$ cat src/rtl/muxn_scan_if.sv
`default_nettype none
// ============================================================================
// Module      : muxn_scan_if
// Description : Channel-data, select and status bundle for muxn_scan.
// Revision    : 1.0 - initial release
// ============================================================================
interface muxn_scan_if #(
    parameter int W = 1,
    parameter int N = 4,
    parameter int S = 2
);
    logic             mode;
    logic [S-1:0]     sel;
    logic [N*W-1:0]   din;
    logic [W-1:0]     dout;
    logic [S-1:0]     ch;
    logic             tick;
    logic             err;

    modport master (
        output mode, sel, din,
        input  dout, ch, tick, err
    );

    modport slave (
        input  mode, sel, din,
        output dout, ch, tick, err
    );
endinterface
`default_nettype wire

$ cat src/rtl/muxn_scan.sv
`default_nettype none
// ============================================================================
// Module      : muxn_scan
// Description : Registered N-channel mux with manual select and timed scan.
// Revision    : 1.0 - initial release
// ============================================================================
module muxn_scan #(
    parameter int W     = 1,
    parameter int N     = 4,
    parameter int S     = 2,
    parameter int DWELL = 4
) (
    input  wire logic   clk,
    input  wire logic   reset_n,
    muxn_scan_if.slave  bus
);

    localparam logic [7:0]   C_DWELL_LAST = 8'(DWELL - 1);
    localparam logic [S-1:0] C_LAST_CH    = S'(N - 1);

    logic [S-1:0] ch_q,   ch_d;
    logic [7:0]   cnt_q,  cnt_d;
    logic [W-1:0] dout_q, dout_d;
    logic         tick_q, tick_d;
    logic         err_q,  err_d;
    logic         sel_valid;
    logic         dwell_done;

    always_comb begin
        sel_valid  = (int'(bus.sel) < N);
        dwell_done = (cnt_q == C_DWELL_LAST);
        ch_d       = ch_q;
        cnt_d      = 8'd0;
        dout_d     = '0;

        if (!bus.mode) begin
            // Manual mode discards any partially used dwell.
            if (sel_valid) begin
                ch_d = bus.sel;
            end
        end else if (dwell_done) begin
            ch_d = (ch_q == C_LAST_CH) ? '0 : ch_q + S'(1);
        end else begin
            cnt_d = cnt_q + 8'd1;
        end

        // Output tracks the channel being loaded, so dout and ch agree.
        for (int k = 0; k < N; k++) begin
            if (ch_d == S'(k)) begin
                dout_d = bus.din[k*W +: W];
            end
        end

        tick_d = (ch_d != ch_q);
        err_d  = !bus.mode && !sel_valid;
    end

    always_ff @(posedge clk or negedge reset_n) begin
        if (!reset_n) begin
            ch_q   <= '0;
            cnt_q  <= 8'd0;
            dout_q <= '0;
            tick_q <= 1'b0;
            err_q  <= 1'b0;
        end else begin
            ch_q   <= ch_d;
            cnt_q  <= cnt_d;
            dout_q <= dout_d;
            tick_q <= tick_d;
            err_q  <= err_d;
        end
    end

    assign bus.ch   = ch_q;
    assign bus.dout = dout_q;
    assign bus.tick = tick_q;
    assign bus.err  = err_q;

endmodule
`default_nettype wire

$ cat src/flat_wrapper.sv
// flat-port wrapper written by rule: the top's interface ports become plain ports
module muxn_scan_flat 
#(
    parameter int W     = 1,
    parameter int N     = 4,
    parameter int S     = 2,
    parameter int DWELL = 4
)
  (clk, reset_n, bus_mode, bus_sel, bus_din, bus_dout, bus_ch, bus_tick, bus_err);
  muxn_scan_if #(.W(W), .N(N), .S(S)) bus_i ();
  input  wire logic clk;
  input  wire logic reset_n;
  input wire logic [$bits(bus_i.mode)-1:0] bus_mode;
  input wire logic [$bits(bus_i.sel)-1:0] bus_sel;
  input wire logic [$bits(bus_i.din)-1:0] bus_din;
  output wire logic [$bits(bus_i.dout)-1:0] bus_dout;
  output wire logic [$bits(bus_i.ch)-1:0] bus_ch;
  output wire logic [$bits(bus_i.tick)-1:0] bus_tick;
  output wire logic [$bits(bus_i.err)-1:0] bus_err;
  assign bus_i.mode = bus_mode;
  assign bus_i.sel = bus_sel;
  assign bus_i.din = bus_din;
  assign bus_dout = bus_i.dout;
  assign bus_ch = bus_i.ch;
  assign bus_tick = bus_i.tick;
  assign bus_err = bus_i.err;
  muxn_scan #(.W(W), .N(N), .S(S), .DWELL(DWELL)) u_core (.clk(clk), .reset_n(reset_n), .bus(bus_i));
endmodule
$ cat config.mk
export PLATFORM = sky130hd
export DESIGN_NAME = muxn_scan_flat
export DESIGN_NICKNAME = d
export VERILOG_FILES = /design/src/rtl/muxn_scan_if.sv /design/src/rtl/muxn_scan.sv /design/src/flat_wrapper.sv
export SDC_FILE = /design/constraint.sdc
export NUM_CORES = 1
export LEC_CHECK = 0
export CAP_MARGIN = 10
export CORE_MARGIN = 2
export CORE_UTILIZATION = 45
export CTS_BUF_LIST = sky130_fd_sc_hd__clkbuf_8
export DETAILED_ROUTE_END_ITERATION = 16
export HOLD_SLACK_MARGIN = 0.08
export PLACE_DENSITY_LB_ADDON = 0.15
export SLEW_MARGIN = 20
export SYNTH_ARGS = -nofsm -noshare
export SYNTH_HDL_FRONTEND = slang
export SYNTH_SLANG_ARGS = --single-unit
$ cat constraint.sdc
create_clock -name clk -period 2 [get_ports clk]
set_input_delay 0.5 -clock clk [delete_from_list [all_inputs] [get_ports clk]]
set_output_delay 0.5 -clock clk [all_outputs]
set_load 0.02 [all_outputs]
==> results.ini, run 1 <==
[status]
status=complete, but fails checks
violations=setup timing

[detailed_routing]
viasPerCell=4.990
routed_wl_mm=1.375
drtIter0Drc=7
wl_per_cell_um=13.61
dr.pass1.iters=4
drc=0
route.vias.total=504
detail-route-antenna-nets=0

[setup_path]
crit_arrival_ns=2.14
critPathLaunch=u_core.cnt_q[4]$_DFF_PN0_
r2r-end=u_core.bus.tick$_DFF_PN0_
ff2ff_path_depth=5
r2r_start=u_core.cnt_q[4]$_DFF_PN0_
cp-end-kind=register
cp-start-kind=register
crit_required_ns=2.13
r2r_slack_ns=-0.01
endpoint=u_core.bus.tick$_DFF_PN0_
crit_fanout=3
worst-setup-path-type=register to register

[timing]
rsz0062_at_grt=yes
slew_viol_final=0
min_period_over_period_pct=100.7
tightestPinTransition_ns=0.5350
hold_viol_final=0
max_freq_mhz=496.4
setup_viol=2
slew_headroom_pct=64.22
post-route-min-period_ns=2.015
setup_ws_ns=-0.01466
finClkSkew_ns=0.002847
whs_ns=0.5660

[die]
ios=14
die_area_um2=1686
core_area_um2=1285
die_h_um=41.06
initial_core_util_pct=48.10
die_width_um=41.06
rows=13

[placement]
hpwl_um=960.1
gp_congestion=0.7372
placed_cells=90
port_buffers=12
detailed_place.area_um2=817.0

[logic_synthesis]
synth_fp_nets=66
synthXorXnorAreaFrac_pct=11.34
syn_inst=55
syn_area_um2=618.1
synth_top_family_by_area=simple AND/OR/NAND/NOR gates
yosys.area_share.simple_pct=21.66
synth_cell_types=23
ys_seq_area_share_pct=48.58
synth_top_area_cell=dfrtp_1
synth_mux_area_share_pct=4.858
synthAdderAreaFrac_pct=4.049
ys_seq_elements=12
synth_compound_area_share_pct=7.085
yosysTopAreaCellShare_pct=48.58
ys_warn_count=0
synthTopCellsByArea=dfrtp_1, xnor2_1, mux2i_1
syn_avg_cell_area_um2=11.24

[flow_run]
max_cap_viol_count=0

[global_routing]
grt-ovfl-total=0
antenna_found_initial=0
grt_pass1_vias=476
grt_usage_pct=20.39
grt_pass1_wl_mm=2.076
grt_max_degree=13

[finish]
final_util_pct=75.07
nets=98
fin_area_um2=964.7
nFillCells=102
final_cells=101
multi_input_comb_area_um2=346.6
num_antenna_cells=0
final_common_cell=buf_4
drive_above_1_share_pct=36.05
syn2layout_area_growth_pct=56.07
seq_area_um2=300.3
final_cell_mix=buf_4, clkdlybuf4s50_1, dfrtp_1

[hold_path]
hp-start=u_core.cnt_q[7]$_DFF_PN0_
hold_path_class=register to register
hold_depth=2

[clocking]
clockRootBuffer=clkbuf_8
h-tree-depth=1
cts_tree=done
clkTransAtPathRegs_ns=0.05
clock_sinks=12
clk_path_buf_depth=2
cts_buffers=3
clock_latency_ns=0.24

[pwr]
p_total_mw=0.7194
peakVddDrop_mv=0.4554
leakagePower_nw=0.4533
powerDensity_nw_per_um2=745.7

-- worst min path at each step --
stage	end	slack [ns]
after floorplan	u_core.bus.ch[0]$_DFF_PN0_	0.20
after global placement	u_core.cnt_q[0]$_DFF_PN0_	0.53
after detailed placement	u_core.cnt_q[0]$_DFF_PN0_	0.55
after CTS	u_core.cnt_q[0]$_DFF_PN0_	0.55
after global routing	u_core.cnt_q[7]$_DFF_PN0_	0.62
final	u_core.cnt_q[7]$_DFF_PN0_	0.57
-- cells by family (layout without fill, tap and decap cells) --
group,count (synthesis),after routing
compound gates,3,3
xor+xnor,8,8
fa+ha+maj,2,2
buf+inv,2,33
flops,12,12
mux,3,3
other cells,1,1
simple gates,24,24
-- area by class of cell --
class | count | area share [%]
multi-input combinational | 41 | 35.93
timing repair buffer | 28 | 24.90
inverter | 1 | 0.3891
sequential | 12 | 31.13
clock buffer | 4 | 5.707
tap | 15 | 1.946
-- synthesized netlist by cell type --
master,count
or2_4,1
o21ai_0,1
nand3_1,3
xor2_1,3
mux2i_1,3
nor2_1,8
nor4b_1,1
nand2_1,3
or2_2,1
a311oi_4,1
inv_1,1
a31oi_2,1
and3_1,1
dfrtp_1,12
and3_2,1
or3b_2,1
conb_1,1
xnor2_1,5
buf_4,1
and2_1,2
or4_1,1
or4_4,1
ha_1,2
-- through the flow --
| step | setup slack [ns] | TNS [ns] |
|---|---|---|
| global route | -0.1018 | -0.1703 |
| global placement | -0.08452 | -0.08452 |
| finish | -0.01466 | -0.01689 |
| CTS | -0.09401 | -0.1799 |
| detailed placement | -0.1081 | -0.1474 |
| floorplan | 0.02889 | 0 |
-- flip-flops by register name, indices dropped and copies added, names as in the netlist --
signal	cells
u_core.bus.ch	2
u_core.bus.dout	1
u_core.bus.tick	1
u_core.cnt_q	8
-- repair_timing --
item | in CTS | in global routing
pin swaps | 2 | 3
setup buffers | 1 | 6
endpoints found under the hold margin | 0 | 0
gates resized for setup | 2 | 5
setup endpoints to repair | 2 | 2
hold buffers | 0 | 0
-- critical path, cell delays in order (launching register included) --
cell and delay [ns]:
dfrtp_1 0.38, or4_4 0.56, or4_4 0.51, a31oi_4 0.25, xnor2_1 0.14, nand2_1 0.07
-- power by group --
part	internal [mW]	leakage, nW	total, mW	switching, mW
Clock	0.174	0.0288	0.268	0.0934
Combinational	0.0987	0.271	0.176	0.0775
Sequential	0.262	0.154	0.276	0.0135
-- layer usage --
metal | wire [um] | global-route usage, %
met1 | 607 | 25.42
met2 | 677 | 30.08
met3 | 68 | 6.522
met4 | 21 | 12.50
met5 | 0 | 0
(Power assumes the default switching activity.)
==> inputs of run 2 (changes only) <==
--- a/config.mk
+++ b/config.mk
@@ -9,6 +9,7 @@
 export CORE_MARGIN = 2
 export CORE_UTILIZATION = 45
 export CTS_BUF_LIST = sky130_fd_sc_hd__clkbuf_8
+export CTS_CLUSTER_SIZE = 40
 export DETAILED_ROUTE_END_ITERATION = 16
 export HOLD_SLACK_MARGIN = 0.08
 export PLACE_DENSITY_LB_ADDON = 0.15
==> results of run 2 <==
The final DEF is identical to that of run 1; final timing and power are the same.
